File: src/rtl/regfile_wr_arbiter_pkg.sv
// Shared definitions for the register-file write arbiter.
//   DATA_W_DEF / SEL_W_DEF : default data and register-select widths
//   NUM_REGS               : number of registers cleared at start-up
//   state_t                : top-level FSM encoding (clear sequence / normal run)
package regfile_wr_arbiter_pkg;
  localparam int DATA_W_DEF = 16;
  localparam int SEL_W_DEF  = 3;
  localparam int NUM_REGS   = 2 ** SEL_W_DEF;

  typedef enum logic {
    S_CLEAR = 1'b0,
    S_RUN   = 1'b1
  } state_t;
endpackage

File: src/rtl/regfile_wr_arbiter_rr_arb2.sv
// Two-input round-robin arbiter.
//   clk, rst : clock and synchronous active-high reset (pointer -> requester 0)
//   en       : arbitration enable; no grant is issued while low
//   valid    : per-requester request bits
//   grant    : one-hot (or zero) grant, combinational from valid and pointer
// The pointer names the requester that wins a tie. After any grant it moves
// to the requester that lost, and it holds when nothing is granted.
module rr_arb2 (
  input  logic       clk,
  input  logic       rst,
  input  logic       en,
  input  logic [1:0] valid,
  output logic [1:0] grant
);
  logic ptr;

  always_comb begin
    grant = 2'b00;
    if (en) begin
      unique case (valid)
        2'b01:   grant = 2'b01;
        2'b10:   grant = 2'b10;
        2'b11:   grant = ptr ? 2'b10 : 2'b01;
        default: grant = 2'b00;
      endcase
    end
  end

  // grant[0] set means requester 0 won, so requester 1 is next in line.
  always_ff @(posedge clk) begin
    if (rst)        ptr <= 1'b0;
    else if (|grant) ptr <= grant[0];
  end
endmodule

File: src/rtl/regfile_wr_arbiter.sv
// Register-file write-port arbiter.
// After reset it walks every register writing zero (O_init_done low), then
// arbitrates between the ALU writeback (req0) and load unit (req1) with a
// round-robin tie break. An accepted write appears on the register file
// port in the following cycle.
//   I_clk, I_rst             : clock, synchronous active-high reset
//   I_reqN_valid/sel/data    : requester N write request
//   O_reqN_ready             : requester N accepted this cycle
//   O_en, O_we, O_selD, O_dataD : register file write port
//   O_init_done              : clear sequence finished
module regfile_wr_arbiter
  import regfile_wr_arbiter_pkg::*;
#(
  parameter int DATA_W = DATA_W_DEF,
  parameter int SEL_W  = SEL_W_DEF
) (
  input  logic              I_clk,
  input  logic              I_rst,
  input  logic              I_req0_valid,
  input  logic [SEL_W-1:0]  I_req0_sel,
  input  logic [DATA_W-1:0] I_req0_data,
  output logic              O_req0_ready,
  input  logic              I_req1_valid,
  input  logic [SEL_W-1:0]  I_req1_sel,
  input  logic [DATA_W-1:0] I_req1_data,
  output logic              O_req1_ready,
  output logic              O_en,
  output logic              O_we,
  output logic [SEL_W-1:0]  O_selD,
  output logic [DATA_W-1:0] O_dataD,
  output logic              O_init_done
);
  state_t            state;
  logic [SEL_W-1:0]  clrCnt;
  logic              weReg;
  logic [SEL_W-1:0]  selReg;
  logic [DATA_W-1:0] dataReg;
  logic [1:0]        grant;
  logic              inClear;

  assign inClear = (state == S_CLEAR);

  rr_arb2 uArb (
    .clk   (I_clk),
    .rst   (I_rst),
    .en    (!inClear && !I_rst),
    .valid ({I_req1_valid, I_req0_valid}),
    .grant (grant)
  );

  assign O_req0_ready = grant[0];
  assign O_req1_ready = grant[1];

  always_ff @(posedge I_clk) begin
    if (I_rst) begin
      state   <= S_CLEAR;
      clrCnt  <= '0;
      weReg   <= 1'b0;
      selReg  <= '0;
      dataReg <= '0;
    end else begin
      unique case (state)
        S_CLEAR: begin
          weReg <= 1'b0;
          if (clrCnt == '1) begin
            state   <= S_RUN;
            // Seed the hold registers with the last clear write so the
            // port value does not jump when the clear phase ends.
            selReg  <= clrCnt;
            dataReg <= '0;
          end else begin
            clrCnt <= clrCnt + 1'b1;
          end
        end
        S_RUN: begin
          weReg <= |grant;
          if (grant[0]) begin
            selReg  <= I_req0_sel;
            dataReg <= I_req0_data;
          end else if (grant[1]) begin
            selReg  <= I_req1_sel;
            dataReg <= I_req1_data;
          end
        end
        default: state <= S_CLEAR;
      endcase
    end
  end

  // Clear writes are decoded straight from the state/counter so the first
  // zero write lands in the first cycle after reset. Reset gates the
  // enables so nothing pending reaches the register file while it is high.
  assign O_en        = !I_rst;
  assign O_we        = !I_rst && (inClear || weReg);
  assign O_selD      = inClear ? clrCnt : selReg;
  assign O_dataD     = inClear ? '0 : dataReg;
  assign O_init_done = (state == S_RUN);
endmodule

File: config.mk
export PLATFORM = sky130hd
export DESIGN_NAME = regfile_wr_arbiter
export DESIGN_NICKNAME = d
export VERILOG_FILES = /design/src/rtl/regfile_wr_arbiter_pkg.sv /design/src/rtl/regfile_wr_arbiter_rr_arb2.sv /design/src/rtl/regfile_wr_arbiter.sv
export SDC_FILE = /design/constraint.sdc
export NUM_CORES = 1
export LEC_CHECK = 0
export BUFFER_PORTS_ARGS = -buffer_cell sky130_fd_sc_hd__clkbuf_2
export CORE_UTILIZATION = 48
export DETAILED_ROUTE_END_ITERATION = 12
export PLACE_DENSITY = 0.87
export SETUP_SLACK_MARGIN = 0.2
export SLEW_MARGIN = 20
export SYNTH_ARGS = -nofsm -noshare
export SYNTH_HDL_FRONTEND = slang
export SYNTH_SLANG_ARGS = --single-unit
File: constraint.sdc
create_clock -name I_clk -period 3.21 [get_ports I_clk]
set_clock_uncertainty 0.15 [all_clocks]
set_input_delay 0.642 -clock I_clk [delete_from_list [all_inputs] [get_ports I_clk]]
set_output_delay 0.642 -clock I_clk [all_outputs]
set_load 0.01 [all_outputs]
==> flow_summary.json, run 1 <==
{
  "status": "finished, final reports clean",
  "grt_pass1_vias": 1169,
  "hpwlAfterDp_mm": 2.22,
  "worst_setup_path_start_kind": "flop",
  "drtIter0Drc": 17,
  "holdPathStages": 1,
  "cts.sinks": 25,
  "hold_viol": 0,
  "ant_nets": 0,
  "cts_tree": "yes",
  "vias": 1213,
  "setup_tns_ns": 0,
  "combPwrFrac": 0.156,
  "finalSetupViolCount": 0,
  "track_usage": 0.233,
  "syn_inst": 131,
  "fp.dieArea_um2": 2840,
  "grt_first_pass_wirelength_mm": 4.83,
  "ys_ff_latch": 25,
  "die_width_um": 53.3,
  "detail_route.first_pass.iterations": 4,
  "reg2reg_to": "dataReg[10]",
  "synth_edf_count": 0,
  "crit_path_max_incr_delay_ns": 0.86,
  "ctsHoldBuffers": 0,
  "power_density_nw_per_um2": 336,
  "routed_wl_mm": 2.92,
  "synth_nets": 175,
  "cp.arrival_ns": 1.73,
  "port_buffers": 65,
  "clkLatencyLatePin_ns": 0.31,
  "crit_slowest_cell": "dfxtp_1",
  "leakage_nw": 0.780,
  "worstHoldStart": "dataReg[11]",
  "pwr-share-clk": 0.251,
  "rsz0062_at_grt": "false",
  "async_flop_share": 0,
  "htree_num_levels": 1,
  "power.internal_uw": 407,
  "syn_area_um2": 1260,
  "crit_chain": "nor2b_1, nand2_1, a21oi_1, clkbuf_2",
  "worstMarginPinSlew_ns": 0.782,
  "fin_crit_ns": 2.52,
  "avgSynthCellArea_um2": 9.66,
  "routed_via_density": 5.44,
  "fmax_ghz": 0.396,
  "postCtsResizedCells": 0,
  "n_antenna_cell": 0,
  "setup.worst_path.end_class": "output port",
  "cts_buffer_depth": 2,
  "drive_above_1_share": 0.404,
  "r2r_cells": 3,
  "reg2reg_from": "O_init_done",
  "nets": 238,
  "dpl_worst_slack_ns": 1.03,
  "fp.dieH_um": 53.3,
  "fin_ws_ns": 0.686,
  "max_cap_viol_count": 0,
  "max-slew-margin-rel": 0.478,
  "cp_num_buf_inv": 1,
  "path_clk_slew_ns": 0.13,
  "grt_overflow": 0,
  "fp.coreArea_um2": 2480,
  "fill_cells": 213,
  "switching_share": 0.252,
  "rrSetupSlack_ns": 1.04,
  "seqPwrFrac": 0.593,
  "wl_per_cell_um": 13.1,
  "fin_crit_sh": 0.786,
  "area_growth_pct": 28.0,
  "place_congestion": 0.872,
  "grt_max_degree": 30,
  "synth_flop_cell": "dfxtp_1",
  "io_pins": 66,
  "ys.warnings.count": 0,
  "crit_type": "reg -> out",
  "crit_required_ns": 2.42,
  "p_sw_uw": 137,
  "drc_errors": 0,
  "ys_seq_area_frac": 0.396,
  "postCtsSetupRepairBufs": 0,
  "drv_slew": 0,
  "p_total_uw": 544,
  "ys_types": 27,
  "critical-path-top-delay-family": "flip-flops",
  "worstHoldPathType": "reg -> reg",
  "numCtsBuffers": 3,
  "antenna_found_initial": 0,
  "cts_root_buf": "clkbuf_4",
  "path_max_fanout": 29,
  "hold_end": "dataReg[11]",
  "max-vdd-ir-drop_mv": 0.252,
  "rows": 18,
  "start_util": 0.511
}
-- final cells by class --
cell class / instances / area (um2) / area share
Inverter: 4 / 15.0 / 0.00927
Clock inverter: 1 / 5.00 / 0.00309
Tap cell: 30 / 37.5 / 0.0232
Sequential cell: 25 / 500 / 0.309
Timing Repair Buffer: 67 / 340 / 0.210
Clock buffer: 3 / 22.5 / 0.0139
Multi-Input combinational cell: 93 / 698 / 0.431
-- through the flow --
stage                     cells  hold WS [ns]  utilization  instance area, um2
after floorplan             131         0.274            -                1260
after global placement      219         0.286        0.642                1590
after detailed placement    219         0.289        0.642                1590
after CTS                   223         0.324        0.654                1620
after global routing        223         0.338        0.654                1620
final                       223         0.321        0.654                1620
-- cells in the final DEF (no fill, tap or decap) --
cell	instances
a311oi_1	4
nor2_1	4
or2_1	1
a21bo_2	1
mux2i_1	16
o21ai_1	1
clkbuf_4	3
and2_1	16
inv_1	3
xnor2_1	1
clkinv_2	1
clkbuf_2	65
or2b_1	1
nand2_1	5
nor2b_1	1
buf_4	2
nand3_1	3
mux2_2	3
a21oi_4	1
ha_1	2
nand2b_1	1
dfxtp_1	25
inv_2	1
o2bb2ai_1	16
or3b_4	1
a21boi_0	1
a21oi_1	8
o21ai_0	6
-- metal layers --
layer	vias to the layer above	global-route usage	part of all wire	wire length [um]
li1	601	-	-	-
met5	-	0	0	0
met4	0	0.101	0.018	54
met2	52	0.413	0.49	1430
met3	7	0.0374	0.059	171
met1	553	0.271	0.43	1270
-- sequential cells by signal, summed over array words and instances (netlist names) --
| name | count |
|---|---|
| dataReg | 16 |
| clrCnt | 3 |
| selReg | 3 |
| O_init_done | 1 |
| uArb.ptr | 1 |
| weReg | 1 |
-- worst register-to-register path, cell delays in order, from the launching register on --
cell and delay, ns:
dfxtp_1 0.86, or3b_4 0.50, a21oi_4 0.42, o2bb2ai_1 0.18
-- worst max-delay path by stage --
stage / endpoint / depth (start not counted) / slack, ns / from
CTS: O_req1_ready / 4 / 0.64 / O_init_done
global route: O_req1_ready / 4 / 0.52 / O_init_done
floorplan: O_req0_ready / 3 / 1.18 / I_req0_valid
global placement: O_req1_ready / 4 / 1.06 / O_init_done
finish: O_req1_ready / 4 / 0.69 / O_init_done
detailed placement: O_req1_ready / 4 / 1.03 / O_init_done
-- cell families (layout without fill, tap and decap cells) --
| logic type | count (synthesis) | after routing | share of synthesized area |
|---|---|---|---|
| muxes | 19 | 19 | 0.153 |
| DFF | 25 | 25 | 0.396 |
| and+or+nand+nor | 33 | 33 | 0.147 |
| xor gates and xnor gates | 1 | 1 | 0.00693 |
| AOI/OAI and AO/OA | 38 | 38 | 0.225 |
| buffers and inverters | 13 | 75 | 0.0524 |
| adders and majority gates | 2 | 2 | 0.0198 |
-- synthesized netlist by cell type (2+ instances only) --
cell type  instances  area share
and2_1            16       0.079
nand2_1            5       0.015
a21oi_1            8       0.032
nand3_1            3       0.012
clkbuf_1           5       0.015
mux2i_1           16        0.13
a311oi_1           4       0.028
buf_2              2      0.0079
dfxtp_1           25        0.40
inv_1              3      0.0089
nor2_1             4       0.012
mux2_2             3       0.027
buf_6              2       0.018
o2bb2ai_1         16        0.11
o21ai_0            6       0.024
ha_1               2       0.020
-- power by group through the flow --
stage / sequential [mW] / combinational, mW / clock [mW]
2_1_floorplan: 0.327 / 0.0485 / 0
3_3_place_gp: 0.329 / 0.0811 / 0
3_5_place_dp: 0.330 / 0.0856 / 0
4_1_cts: 0.323 / 0.0858 / 0.142
5_1_grt: 0.324 / 0.0946 / 0.150
6_report: 0.323 / 0.0851 / 0.136
Note: power is estimated with default switching activity, not from simulation.
==> run 2: changes to the inputs <==
Settings changed: CORE_UTILIZATION 48 to 44, PLACE_DENSITY 0.87 to 0.81.
Clock period 3.21 ns to 2.4 ns, I/O delays scaled along.
==> flow_summary.json, run 2 (same netlist as run 1, synthesis figures left out) <==
{
  "status": "finished, final reports clean",
  "pwr-share-clk": 0.257,
  "detail_route.first_pass.iterations": 2,
  "grt_overflow": 0,
  "combPwrFrac": 0.155,
  "fp.dieArea_um2": 3090,
  "r2r_cells": 5,
  "fp.coreArea_um2": 2730,
  "clkLatencyLatePin_ns": 0.32,
  "setup_tns_ns": 0,
  "reg2reg_from": "clrCnt[0]",
  "drc_errors": 0,
  "cts_tree": "yes",
  "cts.sinks": 25,
  "switching_share": 0.257,
  "worst_setup_path_start_kind": "flop",
  "fin_crit_ns": 2.06,
  "final_common_cell": "clkbuf_2",
  "nets": 239,
  "worstHoldStart": "I_req0_data[13]",
  "power_density_nw_per_um2": 450,
  "start_util": 0.463,
  "grt_pass1_vias": 1193,
  "fin_crit_sh": 0.860,
  "cts_buffer_depth": 2,
  "postCtsSetupRepairBufs": 0,
  "path_max_fanout": 21,
  "grt_first_pass_wirelength_mm": 5.07,
  "fin_area_um2": 1630,
  "worstMarginPinSlew_ns": 0.464,
  "power.internal_uw": 546,
  "hold_end": "dataReg[13]",
  "antenna_found_initial": 0,
  "holdPathStages": 3,
  "track_usage": 0.206,
  "rrSetupSlack_ns": 0.43,
  "fp.dieH_um": 55.6,
  "max-vdd-ir-drop_mv": 0.321,
  "routed_wl_mm": 3.04,
  "drtIter0Drc": 22,
  "numCtsBuffers": 3,
  "vias": 1211,
  "p_sw_uw": 189,
  "fill_cells": 247,
  "max_cap_viol_count": 0,
  "path_clk_slew_ns": 0.14,
  "die_width_um": 55.6,
  "hold_viol": 0,
  "leakage_nw": 0.783,
  "ant_nets": 0,
  "place_congestion": 0.852,
  "largest-register": "dataReg",
  "hpwlAfterDp_mm": 2.34,
  "cts_root_buf": "clkbuf_4",
  "drive_above_1_share": 0.412,
  "area_growth_pct": 29.0,
  "largest_reg_flops": 16,
  "port_buffers": 65,
  "setup.worst_path.end_class": "output port",
  "seqPwrFrac": 0.588,
  "io_pins": 66,
  "wl_per_cell_um": 13.5,
  "drv_slew": 0,
  "crit_required_ns": 1.77,
  "crit_type": "reg -> out",
  "dp_cells": 221,
  "fmax_ghz": 0.485,
  "htree_num_levels": 1,
  "finalSetupViolCount": 0,
  "n_antenna_cell": 0,
  "stdcell_count": 225,
  "placed_area_um2": 1600,
  "max-slew-margin-rel": 0.690,
  "grt_max_degree": 22,
  "top_regs": "dataReg: 16 flops, clrCnt: 3 flops, selReg: 3 flops",
  "worstHoldPathType": "in -> reg",
  "cp.arrival_ns": 1.43,
  "rsz0062_at_grt": "false",
  "final_cell_mix": "clkbuf_2, dfxtp_1, and2_1, mux2i_1, o2bb2ai_1",
  "rows": 19,
  "reg2reg_to": "dataReg[4]",
  "routed_via_density": 5.38
}
run 2: area by class of cell:
class	instances	area [um2]	area share
Clock inverter	1	7.51	0.00460
Clock buffer	3	22.5	0.0138
Tap cell	31	38.8	0.0238
Sequential cell	25	502	0.308
Timing Repair Buffer	68	348	0.213
Multi-Input combinational cell	93	698	0.428
Inverter	4	15.0	0.00920
run 2: metal layers:
layer,part of all wire,global-route usage,vias to the layer above
met3,0.062,0.0488,4
met5,0,0,-
met1,0.44,0.251,553
met4,0.014,0.0821,0
met2,0.48,0.348,51
li1,-,-,603
run 2: critical path, stage by stage, from the launching register on:
cell      delay (ns)
dfxtp_2         0.56
nor2b_1         0.22
nand2_1         0.07
a21oi_1         0.12
clkbuf_2        0.15
run 2: worst max-delay path by stage:
stage	to	cells after the start	from
3_3_place_gp	dataReg[5]	3	O_init_done
3_5_place_dp	dataReg[3]	3	O_init_done
5_1_grt	O_req1_ready	4	O_init_done
6_report	O_req1_ready	4	O_init_done
2_1_floorplan	O_selD[1]	3	O_init_done
4_1_cts	O_req1_ready	4	O_init_done
run 2: metrics by stage:
stage	power, mW	setup WS [ns]	hold WS, ns	utilization
after global placement	0.550	0.480	0.286	0.585
after detailed placement	0.555	0.382	0.291	0.585
after global routing	0.770	0.219	0.266	0.597
after floorplan	0.502	0.661	0.274	-
after CTS	0.741	0.345	0.257	0.597
final	0.735	0.337	0.261	0.597
run 2: power by group through the flow:
stage               registers [mW]  logic (mW)  clock network (mW)
floorplan                    0.437      0.0648                   0
global placement             0.440       0.110                   0
detailed placement           0.441       0.114                   0
finish                       0.432       0.114               0.189
global route                 0.434       0.127               0.209
CTS                          0.432       0.115               0.195
run 2: what timing repair did:
action                     4_1_cts  5_1_grt
resized for setup                1        0
setup endpoints to repair       14        0
hold buffers                     0        0
==> run 3: changes to the inputs <==
Settings changed: PLACE_DENSITY 0.81 to 0.78.
==> flow_summary.json, run 3 (same netlist as run 1, synthesis figures left out) <==
{
  "crit_slowest_cell": "dfxtp_2",
  "drv_slew": 0,
  "fill_cells": 225,
  "rows": 19,
  "grt_max_degree": 17,
  "wl_per_cell_um": 13.0,
  "numCtsBuffers": 3,
  "crit_path_max_incr_delay_ns": 0.50,
  "crit_required_ns": 1.77,
  "top_regs": "dataReg: 16 flops, clrCnt: 3 flops, selReg: 3 flops",
  "crit_type": "reg -> out",
  "holdPathStages": 3,
  "io_pins": 66,
  "final_common_cell": "clkbuf_2",
  "path_max_fanout": 16,
  "drive_above_1_share": 0.407,
  "worstHoldPathType": "in -> reg",
  "start_util": 0.463,
  "switching_share": 0.252,
  "clkLatencyLatePin_ns": 0.32,
  "leakage_nw": 0.784,
  "r2r_cells": 5,
  "max-slew-margin-rel": 0.533,
  "worstMarginPinSlew_ns": 0.696,
  "cts_buffer_depth": 2,
  "place_congestion": 0.804,
  "critical-path-top-delay-family": "flip-flops",
  "placed_area_um2": 1600,
  "vias": 1183,
  "max-vdd-ir-drop_mv": 0.333,
  "cts_tree": "yes",
  "die_width_um": 55.6,
  "grt_pass1_vias": 1074,
  "max_cap_viol_count": 0,
  "pwr-share-clk": 0.253,
  "fin_crit_ns": 1.97,
  "antenna_found_initial": 0,
  "n_antenna_cell": 0,
  "final_cell_mix": "clkbuf_2, dfxtp_1, and2_1, mux2i_1, o2bb2ai_1",
  "ant_nets": 0,
  "crit_chain": "nor2b_1, nand2_1, a21oi_1, clkbuf_2",
  "hold_end": "dataReg[2]",
  "routed_via_density": 5.26,
  "routed_wl_mm": 2.92,
  "p_total_uw": 732,
  "cp.arrival_ns": 1.34,
  "hpwlAfterDp_mm": 2.24,
  "area_growth_pct": 28.7,
  "setup_tns_ns": 0,
  "grt_overflow": 0,
  "largest-register": "dataReg",
  "fin_crit_sh": 0.819,
  "detail_route.first_pass.iterations": 4,
  "cts_root_buf": "clkbuf_4",
  "rrSetupSlack_ns": 0.45,
  "holdWs_ns": 0.269,
  "track_usage": 0.195,
  "drc_errors": 0,
  "power.internal_uw": 548,
  "fmax_ghz": 0.509,
  "drtIter0Drc": 28,
  "worst_setup_path_start_kind": "flop",
  "port_buffers": 65,
  "finalSetupViolCount": 0,
  "reg2reg_to": "dataReg[11]",
  "reg2reg_from": "clrCnt[0]",
  "nets": 239,
  "rsz0062_at_grt": "false",
  "fp.coreArea_um2": 2730,
  "path_clk_slew_ns": 0.13,
  "grt_first_pass_wirelength_mm": 4.74,
  "cts.sinks": 25,
  "fp.dieArea_um2": 3090,
  "fin_area_um2": 1630,
  "htree_num_levels": 1,
  "fp.dieH_um": 55.6,
  "worstHoldStart": "I_req0_data[2]",
  "combPwrFrac": 0.158,
  "cp_num_buf_inv": 1,
  "setup.worst_path.end_class": "output port",
  "ctsHoldBuffers": 0,
  "hold_viol": 0,
  "status": "finished, final reports clean",
  "largest_reg_flops": 16,
  "power_density_nw_per_um2": 450,
  "p_sw_uw": 184,
  "seqPwrFrac": 0.589
}
==> run 3: cell types whose count changed in the layout (fill, tap and decap cells not counted), sizes merged <==
| cell | delta |
|---|---|
| clkbuf | +1 |
| clkinvlp | -1 |
==> run 3: power by group through the flow <==
stage          clock network (mW)  logic (mW)  registers (mW)
6_report                    0.185       0.115           0.431
5_1_grt                     0.207       0.127           0.433
4_1_cts                     0.193       0.116           0.431
3_5_place_dp                    0       0.116           0.440
3_3_place_gp                    0       0.111           0.440
2_1_floorplan                   0      0.0648           0.437
==> run 3: cell type report <==
class                      count  area [um2]  share of cell area
tap                           31        38.8              0.0238
sequential                    25         502               0.308
clock buffer                   4        26.3              0.0161
inverter                       4        15.0             0.00922
timing repair buffer          68         348               0.214
multi-input combinational     93         698               0.429
==> run 3: stage by stage <==
stage                util  instances  setup WS, ns
floorplan               -        131         0.661
global placement    0.585        221         0.539
detailed placement  0.585        221         0.490
CTS                 0.595        225         0.246
global route        0.595        225         0.301
finish              0.595        225         0.434
==> run 3: how the worst max path moves through the flow <==
stage | start | to | slack, ns | cells after the start
2_1_floorplan | O_init_done | O_selD[1] | 0.66 | 3
6_report | O_init_done | O_req1_ready | 0.43 | 4
3_5_place_dp | O_init_done | dataReg[5] | 0.49 | 3
5_1_grt | O_init_done | O_req1_ready | 0.30 | 4
4_1_cts | O_init_done | O_req1_ready | 0.25 | 4
3_3_place_gp | I_rst | selReg[1] | 0.54 | 5
==> run 3: worst register-to-register path: cells and delay by family (launching register included) <==
kind                       cells  cell delay [ns]
AOI/OAI and AO/OA              2             0.61
DFF                            1             0.38
adders and majority gates      2             0.42
and+or+nand+nor                1             0.32
==> run 3: layer usage <==
| metal | vias to the layer above | share of wire | track usage |
|---|---|---|---|
| met5 | - | 0 | 0 |
| met4 | 0 | 0.021 | 0.100 |
| met3 | 7 | 0.062 | 0.0279 |
| met2 | 56 | 0.46 | 0.320 |
| met1 | 523 | 0.46 | 0.249 |
| li1 | 597 | - | - |
==> run 3: what timing repair did <==
item                       4_1_cts  5_1_grt
setup endpoints to repair        0        9
resized for setup                0        1
buffers inserted                 0        0
hold endpoints to repair         0        0
